`config.mk`:
```
export PLATFORM = sky130hd
export DESIGN_NAME = seg7_scan_reader
export DESIGN_NICKNAME = d
export VERILOG_FILES = /design/src/rtl/seg7_scan_reader.sv
export SDC_FILE = /design/constraint.sdc
export NUM_CORES = 1
export LEC_CHECK = 0
export BUFFER_PORTS_ARGS = -buffer_cell sky130_fd_sc_hd__buf_4
export CAP_MARGIN = 15
export CORE_MARGIN = 5
export CORE_UTILIZATION = 63
export CTS_BUF_LIST = sky130_fd_sc_hd__clkbuf_16
export DETAILED_ROUTE_END_ITERATION = 10
export PLACE_DENSITY = 0.84
export SETUP_SLACK_MARGIN = 0.2
export SLEW_MARGIN = 20
export SYNTH_ARGS = -nofsm -noshare
export SYNTH_HDL_FRONTEND = slang
export SYNTH_SLANG_ARGS = --single-unit
```
`constraint.sdc`:
```
create_clock -name clk -period 5.1 [get_ports clk]
set_input_delay 1.275 -clock clk [delete_from_list [all_inputs] [get_ports clk]]
set_output_delay 1.275 -clock clk [all_outputs]
set_load 0.1 [all_outputs]
```
`src/rtl/seg7_scan_reader.sv`:
```
// Reads back a multiplexed 4-digit active-low 7-segment bus.
// It debounces each digit, decodes it to BCD and emits whole frames with a one-cycle strobe.
module seg7_scan_reader #(
    parameter int unsigned STABLE_CYCLES = 4
) (
    input  logic        clk,
    input  logic        rst,
    input  logic [0:6]  seg_in,
    input  logic [3:0]  an_in,
    output logic [15:0] bcd_out,
    output logic [3:0]  blank_out,
    output logic [3:0]  err_out,
    output logic        frame_valid,
    output logic [3:0]  digits_seen
);

    localparam logic [7:0] STABLE_CNT = 8'(STABLE_CYCLES);

    logic        prev_valid_q, prev_valid_d;
    logic [1:0]  prev_idx_q, prev_idx_d;
    logic [0:6]  prev_seg_q, prev_seg_d;
    logic [7:0]  cnt_q, cnt_d;
    logic [15:0] shadow_code_q, shadow_code_d;
    logic [3:0]  shadow_blank_q, shadow_blank_d;
    logic [3:0]  shadow_err_q, shadow_err_d;
    logic [3:0]  digits_seen_q, digits_seen_d;
    logic [15:0] bcd_q, bcd_d;
    logic [3:0]  blank_q, blank_d;
    logic [3:0]  err_q, err_d;
    logic        frame_valid_q, frame_valid_d;

    logic        legal;
    logic [1:0]  idx;
    logic        same;
    logic        loaded;
    logic        accept;
    logic [3:0]  code;
    logic        is_blank;
    logic        is_err;
    logic [3:0]  seen_next;

    always_comb begin
        legal = 1'b1;
        idx   = 2'd0;
        case (an_in)
            4'b1110: idx = 2'd0;
            4'b1101: idx = 2'd1;
            4'b1011: idx = 2'd2;
            4'b0111: idx = 2'd3;
            default: legal = 1'b0;
        endcase
    end

    // Pattern literals are written a..g left to right, matching seg_in[0:6].
    always_comb begin
        is_blank = 1'b0;
        is_err   = 1'b0;
        case (seg_in)
            7'b0000001: code = 4'd0;
            7'b1001111: code = 4'd1;
            7'b0010010: code = 4'd2;
            7'b0000110: code = 4'd3;
            7'b1001100: code = 4'd4;
            7'b0100100: code = 4'd5;
            7'b0100000: code = 4'd6;
            7'b0001111: code = 4'd7;
            7'b0000000: code = 4'd8;
            7'b0000100: code = 4'd9;
            7'b1111111: begin code = 4'hF; is_blank = 1'b1; end
            default:    begin code = 4'hE; is_err   = 1'b1; end
        endcase
    end

    always_comb begin
        // NOTE: every signal gets a default first so no path leaves it unassigned (no latch).
        prev_valid_d   = prev_valid_q;
        prev_idx_d     = prev_idx_q;
        prev_seg_d     = prev_seg_q;
        cnt_d          = cnt_q;
        shadow_code_d  = shadow_code_q;
        shadow_blank_d = shadow_blank_q;
        shadow_err_d   = shadow_err_q;
        digits_seen_d  = digits_seen_q;
        bcd_d          = bcd_q;
        blank_d        = blank_q;
        err_d          = err_q;
        frame_valid_d  = 1'b0;
        loaded         = 1'b0;
        accept         = 1'b0;
        same           = prev_valid_q && (idx == prev_idx_q) && (seg_in == prev_seg_q);
        seen_next      = digits_seen_q | (4'b0001 << idx);

        if (!legal) begin
            cnt_d        = 8'd0;
            prev_valid_d = 1'b0;
        end else begin
            prev_valid_d = 1'b1;
            prev_idx_d   = idx;
            prev_seg_d   = seg_in;
            if (same) begin
                cnt_d = (cnt_q == 8'hFF) ? cnt_q : cnt_q + 8'd1;
            end else begin
                cnt_d  = 8'd1;
                loaded = 1'b1;
            end
            // A saturated counter that stays at its value has not "become" the threshold again.
            accept = (cnt_d == STABLE_CNT) && (loaded || (cnt_q != cnt_d));
        end

        if (accept) begin
            shadow_code_d[idx*4 +: 4] = code;
            shadow_blank_d[idx]       = is_blank;
            shadow_err_d[idx]         = is_err;
            if (seen_next == 4'b1111) begin
                bcd_d         = shadow_code_d;
                blank_d       = shadow_blank_d;
                err_d         = shadow_err_d;
                frame_valid_d = 1'b1;
                digits_seen_d = 4'b0000;
            end else begin
                digits_seen_d = seen_next;
            end
        end
    end

    always_ff @(posedge clk) begin
        // NOTE: state updates use non-blocking assignments so all flops sample pre-edge values.
        if (rst) begin
            prev_valid_q   <= 1'b0;
            prev_idx_q     <= 2'd0;
            prev_seg_q     <= '0;
            cnt_q          <= 8'd0;
            // NOTE: shadow slots are reset too, so no stale digit from before reset can leak into a frame.
            shadow_code_q  <= '0;
            shadow_blank_q <= '0;
            shadow_err_q   <= '0;
            digits_seen_q  <= '0;
            bcd_q          <= '0;
            blank_q        <= '0;
            err_q          <= '0;
            frame_valid_q  <= 1'b0;
        end else begin
            prev_valid_q   <= prev_valid_d;
            prev_idx_q     <= prev_idx_d;
            prev_seg_q     <= prev_seg_d;
            cnt_q          <= cnt_d;
            shadow_code_q  <= shadow_code_d;
            shadow_blank_q <= shadow_blank_d;
            shadow_err_q   <= shadow_err_d;
            digits_seen_q  <= digits_seen_d;
            bcd_q          <= bcd_d;
            blank_q        <= blank_d;
            err_q          <= err_d;
            frame_valid_q  <= frame_valid_d;
        end
    end

    assign bcd_out     = bcd_q;
    assign blank_out   = blank_q;
    assign err_out     = err_q;
    assign frame_valid = frame_valid_q;
    assign digits_seen = digits_seen_q;

endmodule

```
==> run_results.csv, run 1 <==
group,metric,value,unit
outcome,outcome,"finished, final reports clean",
clock_network,cts_tree,"done",
floorplanning,ios,42,
clock_network,htreeDepth,3,
timing,setup_viol,0,
critical_path,cp-start-kind,"input pin",
routing,vias,3122,
synthesis,syn-num-nets,434,
synthesis,syn_area,0.00368,sq mm
finish,fin_util,76.2,%
floorplanning,design.core.area,0.00557,sq mm
timing,clock_skew,0.00708,ns
critical_path,reg2reg_depth,8,
global_route,grtUsageTotal,23.4,%
floorplanning,start_util,66.0,%
routing,route.detailed.drc,0,
min_path,hold_path_end,"shadow_code_q[0]",
finish,fin_nets,460,
critical_path,regToRegSetupSlack,2.07,ns
routing,vias_per_cell,6.06,
critical_path,worstSetupEndpointType,"flip-flop",
global_route,grt_max_degree,66,
synthesis,synth_cell_types,53,
synthesis,synth_ff_type,"dfxtp_1",
placement,portBuffers,41,
clock_network,clk_pin_slew,0.05,ns
routing,drt_pass1_iterations,4,
critical_path,crit_start,"an_in[1]",
finish,drive_gt1_share,19.9,%
finish,num_antenna_cells,0,
global_route,grt_pass1_vias,2993,
global_route,grt_overflow,0,
clock_network,cts_root_buf,"clkbuf_16",
timing,fmax,0.267,GHz
timing,hold_viol_final,0,
synthesis,synth.ff_latch_count,71,
timing,slew_violations,0,
floorplanning,die_w,86.4,um
finish,fin_area,0.00425,sq mm
routing,ant_nets,0,
synthesis,async_reset_ff_share,0,%
routing,drt_iter0_drc,218,
timing,fin_ws,1.35,ns
synthesis,synth.yosys.seq_area_share,38.7,%
clock_network,cts_resized,0,
critical_path,max_stage_delay,0.65,ns
global_route,grt_first_pass_wirelength,14000,um
timing,rsz0062_at_grt,"false",
clock_network,clock_path_buffers,2,
synthesis,yosysTopAreaCell,"dfxtp_1",
critical_path,crit_type,"input pin to flip-flop",
synthesis,ys.warnings.count,0,
timing,fin_setup_tns,0,ns
synthesis,avgSynthCellArea,8.93,sq um
clock_network,cts_buffers,9,
timing,period_minus_slack,3.75,ns
flow_run,cap_violations,0,
clock_network,worstSkewPairLatency,0.33,ns
finish,ff_latch_area,0.00142,sq mm
synthesis,yosys.cell_count.top_type,"dfxtp_1",
global_route,grt-busiest-layer,"met2",
synthesis,synth_area_leaders,"dfxtp_1, mux2i_1, a211oi_2",
timing,relSlewSlack,43.6,%
placement,dp_hpwl,5770,um
finish,fillers,405,
clock_network,ctsHoldBuffers,0,
power,ir_worst_vdd,0.307,mV
timing,worst_slew_pin_slew,0.842,ns
synthesis,yosys-top-cells-count,"dfxtp_1, nor2_1, a21oi_1",
floorplanning,fp.dieArea,0.00746,sq mm
finish,syn2layout_area_growth,15.5,%
global_route,antenna_found_initial,0,
timing,post-route-period-util,73.5,%
clock_network,cts_setup_buffers,0,
global_route,met3_usage,6.08,%
routing,wire_per_inst,16.0,um
critical_path,crit_top_cell,"buf_4",
finish,multi_input_area,0.00206,sq mm
min_path,hold_class,"flip-flop to flip-flop",
critical_path,r2r-end,"bcd_out[14]",
power,p_leak,1.53,nW
critical_path,crit_chain,"buf_4 -> xor2_1 -> nand3_1 -> clkinv_1 -> ha_1 -> o22ai_1 -> nor2_1 -> and2_1 -> buf_4 -> a211oi_2",
routing,routed_wl,8220,um
power,power.density,300,mW/mm^2
floorplanning,rows,27,
synthesis,synth_edf_count,0,
min_path,hp-start,"shadow_code_q[0]",
global_route,grtUsageMet2,38.2,%
min_path,holdPathStages,2,
clock_network,cts_sinks,71,
floorplanning,die_y,86.4,um
critical_path,slowest_stage,"and2_1",
global_route,grtUsageMet1,29.7,%
placement,finalWeightedCongestion,0.870,
placement,dpl_worst_slack,1.02,ns
critical_path,worst-endpoint-required,5.28,ns
critical_path,r2r_start,"cnt_q[1]",
power,power,1.27,mW
placement,dpl_cell_area,0.00395,sq mm
critical_path,crit_arrival,3.93,ns
synthesis,syn_inst,412,
synthesis,synth_top_area_share,38.7,%
critical_path,cp_max_fo,15,
metrics by stage:
stage | hold WS (ns) | instances
after detailed placement | 0.452 | 499
after floorplan | 0.432 | 412
after global routing | 0.482 | 515
after CTS | 0.459 | 515
final | 0.460 | 515
after global placement | 0.440 | 499
cell families (layout without fill, tap and decap cells):
group / after synthesis / in the layout / synth area share [%]
AND/OR/NAND/NOR: 147 / 147 / 22.2
AO/OA/AOI/OAI: 100 / 100 / 19.1
flip-flops: 71 / 71 / 38.7
buffers and inverters: 42 / 73 / 5.58
multiplexers: 31 / 31 / 8.57
XOR/XNOR: 12 / 12 / 2.86
adder cells (fa/ha/maj): 9 / 9 / 3.06
worst max-delay path: cells and delay by family:
| family | cells | cell delay [ns] |
|---|---|---|
| AO/OA/AOI/OAI | 2 | 0.20 |
| XOR/XNOR | 1 | 0.25 |
| adder cells (fa/ha/maj) | 1 | 0.30 |
| buffers and inverters | 3 | 0.65 |
| AND/OR/NAND/NOR | 3 | 1.23 |
per-layer routing:
| metal | vias up | routed length, um |
|---|---|---|
| met5 | - | 0 |
| met2 | 72 | 4020 |
| met1 | 1491 | 3670 |
| li1 | 1547 | - |
| met3 | 12 | 404 |
| met4 | 0 | 126 |
worst max path at each step:
stage | endpoint | slack [ns]
2_1_floorplan | bcd_out[0] | 1.51
3_3_place_gp | bcd_out[7] | 1.18
3_5_place_dp | bcd_out[7] | 1.02
4_1_cts | bcd_out[14] | 1.35
5_1_grt | bcd_out[14] | 1.10
6_report | bcd_out[14] | 1.35
report_power, final:
part           leakage (nW)  internal, mW  switching (mW)
Sequential            0.573         0.560         0.00400
Clock                 0.146         0.374           0.234
Combinational         0.814        0.0365          0.0641
placed cells by master (no fill, tap or decap), types with 11 or more instances in the layout:
master and count:
buf_4 46, mux2i_1 27, nor3_1 13, o21ai_0 17, nand2_1 18, a22oi_1 12, nand3_1 24, dfxtp_1 71
a21oi_1 32, nor2_1 38, a211oi_2 13, inv_1 11
layout make-up:
type	count	share of cell area [%]
clock buffers	9	5.30
clock inverters	7	1.53
inverters	11	0.972
multi-input cells	299	48.5
flip-flops and latches	71	33.5
well taps	72	2.12
repair buffers	46	8.13
registers in the layout (all words and copies together), names as in the netlist:
signal          cells
bcd_out            16
blank_out           4
cnt_q               8
digits_seen         4
err_out             4
frame_valid         1
prev_idx_q          2
prev_seg_q          7
prev_valid_q        1
shadow_blank_q      4
shadow_code_q      16
shadow_err_q        4
No activity file was read; power rests on OpenSTA's default activity.
==> run 2, diff against run 1 <==
--- a/config.mk
+++ b/config.mk
@@ -8,10 +8,10 @@
 export BUFFER_PORTS_ARGS = -buffer_cell sky130_fd_sc_hd__buf_4
 export CAP_MARGIN = 15
 export CORE_MARGIN = 5
-export CORE_UTILIZATION = 63
+export CORE_UTILIZATION = 53
 export CTS_BUF_LIST = sky130_fd_sc_hd__clkbuf_16
 export DETAILED_ROUTE_END_ITERATION = 10
-export PLACE_DENSITY = 0.84
+export PLACE_DENSITY = 0.75
 export SETUP_SLACK_MARGIN = 0.2
 export SLEW_MARGIN = 20
 export SYNTH_ARGS = -nofsm -noshare
==> constraint.sdc (replaced) <==
create_clock -name clk -period 3.3 [get_ports clk]
set_input_delay 0.825 -clock clk [delete_from_list [all_inputs] [get_ports clk]]
set_output_delay 0.825 -clock clk [all_outputs]
set_load 0.1 [all_outputs]
==> run 2 against run 1 <==
Effect of this change: register-to-register slack lost 1.5 ns; wire length grew 2.9%; count of clock-buffer cells in the layout is the same; largest cell class unchanged; first-iteration DRC count shrank 7.8%; core utilization shrank 13 points; combinational power grew 61%; critical path type unchanged; sequential cell count is the same.
==> run_results.csv, run 2 (same netlist as run 1, synthesis figures left out) <==
group,metric,value,unit
power,p_leak,1.55,nW
power,ir_worst_vdd,0.320,mV
critical_path,slowest_stage,"xnor2_1",
floorplanning,die_w,93.3,um
timing,slew_violations,0,
floorplanning,start_util,54.4,%
finish,final_cell_mix,"dfxtp_1, buf_4, nor2_1, a21oi_1, mux2i_1",
routing,ant_nets,0,
floorplanning,ios,42,
floorplanning,rows,30,
finish,fillers,588,
clock_network,cts_tree,"done",
critical_path,worst-endpoint-required,3.49,ns
floorplanning,die_y,93.3,um
placement,portBuffers,41,
timing,clock_skew,0.00459,ns
clock_network,cts_setup_buffers,0,
clock_network,clk_pin_slew,0.05,ns
timing,relSlewSlack,45.5,%
finish,num_antenna_cells,0,
timing,fin_setup_tns,0,ns
routing,route.detailed.drc,0,
critical_path,max_stage_delay,0.28,ns
finish,ff_latch_area,0.00142,sq mm
clock_network,cts_root_buf,"clkbuf_16",
floorplanning,fp.dieArea,0.00870,sq mm
critical_path,crit_family,"simple AND/OR/NAND/NOR gates",
routing,drt_iter0_drc,201,
timing,period_minus_slack,2.82,ns
timing,worst_slew_pin_slew,0.814,ns
critical_path,crit_chain,"buf_4 -> xnor2_1 -> nor2_1 -> inv_1 -> ha_1 -> o22ai_1 -> nor2_2 -> nand3_1 -> nor4_4 -> buf_4 -> mux2i_1 -> nor2_1",
clock_network,clock_path_buffers,2,
finish,drive_gt1_share,20.9,%
routing,routed_wl,8460,um
critical_path,crit_type,"input pin to flip-flop",
clock_network,htreeDepth,3,
routing,drt_pass1_iterations,4,
critical_path,crit_arrival,3.00,ns
finish,fin_nets,468,
finish,multi_input_area,0.00206,sq mm
critical_path,cp_max_fo,12,
global_route,grt_first_pass_wirelength,14600,um
finish,syn2layout_area_growth,16.5,%
min_path,hold_class,"flip-flop to flip-flop",
clock_network,cts_buffers,9,
power,power.density,436,mW/mm^2
global_route,grt_max_degree,66,
critical_path,cp-start-kind,"input pin",
finish,stdcell_count,530,
placement,dp.cells,515,
placement,finalWeightedCongestion,0.832,
clock_network,ctsHoldBuffers,0,
placement,dpl_worst_slack,0.175,ns
global_route,grt_pass1_vias,3059,
critical_path,crit_buf_inv,3,
timing,rsz0062_at_grt,"false",
global_route,grtUsageTotal,20.6,%
routing,wire_per_inst,16.0,um
finish,final_common_cell,"dfxtp_1",
routing,vias,3148,
global_route,antenna_found_initial,0,
clock_network,cts_resized,0,
clock_network,worstSkewPairLatency,0.33,ns
flow_run,cap_violations,0,
outcome,outcome,"finished, final reports clean",
power,power,1.87,mW
floorplanning,design.core.area,0.00676,sq mm
timing,fmax,0.355,GHz
critical_path,worstSetupEndpointType,"flip-flop",
placement,dp_hpwl,5920,um
timing,setup_viol,0,
timing,fin_ws,0.485,ns
clock_network,cts_sinks,71,
timing,post-route-period-util,85.3,%
global_route,grt_overflow,0,
timing,hold_viol_final,0,
routing,vias_per_cell,5.94,
-- run 2: cell count changes in the layout (fill, tap and decap cells not counted) --
cell,delta
buf_4,+8
bufinv_16,-1
clkinv_1,+3
clkinv_2,-1
clkinv_4,-1
inv_1,-1
nor2_1,-1
nor2_2,+1
-- run 2: worst reg2reg max path, stage by stage, from the launching register on --
cell and delay (ns):
dfxtp_1 0.39, ha_1 0.34, nand4_1 0.16, o21ai_0 0.30, o211ai_2 0.26, nor4_4 0.44, and2_1 0.26, buf_4 0.30
a211oi_2 0.13
-- run 2: cell type report --
class,instances,share of cell area (%)
Multi-Input combinational cell,299,48.1
Sequential cell,71,33.2
Timing Repair Buffer,54,9.47
Clock buffer,9,5.26
Tap cell,80,2.34
Inverter,11,0.964
Clock inverter,6,0.672
-- run 2: metal layers --
layer	GRT usage, %	vias to the layer above	wire length (um)
li1	-	1561	-
met5	0	-	0
met3	5.31	8	336
met1	26.7	1513	3860
met4	5.37	0	76
met2	34.1	66	4190
-- run 2: power breakdown --
part	switching, mW	internal, mW
clock	0.338	0.493
sequential	0.00581	0.866
combinational	0.100	0.0630
total	0.444	1.42
-- run 2: path summary, 6_finish.rpt --
kind	endpoint	cells after the start	slack [ns]	start
worst min register to register	shadow_code_q[8]	2	0.45	shadow_code_q[8]
worst max-delay path	bcd_out[8]	12	0.48	an_in[2]
worst max register to register	bcd_out[2]	8	0.56	cnt_q[1]
worst min-delay path	shadow_code_q[8]	2	0.45	shadow_code_q[8]
-- run 2: per-stage QoR --
stage          cell area (sq um)  hold WS, ns  util [%]
3_5_place_dp                4020        0.444      59.5
6_report                    4280        0.453      63.4
3_3_place_gp                4020        0.438      59.5
4_1_cts                     4280        0.451      63.3
2_1_floorplan               3680        0.432         -
5_1_grt                     4280        0.461      63.4
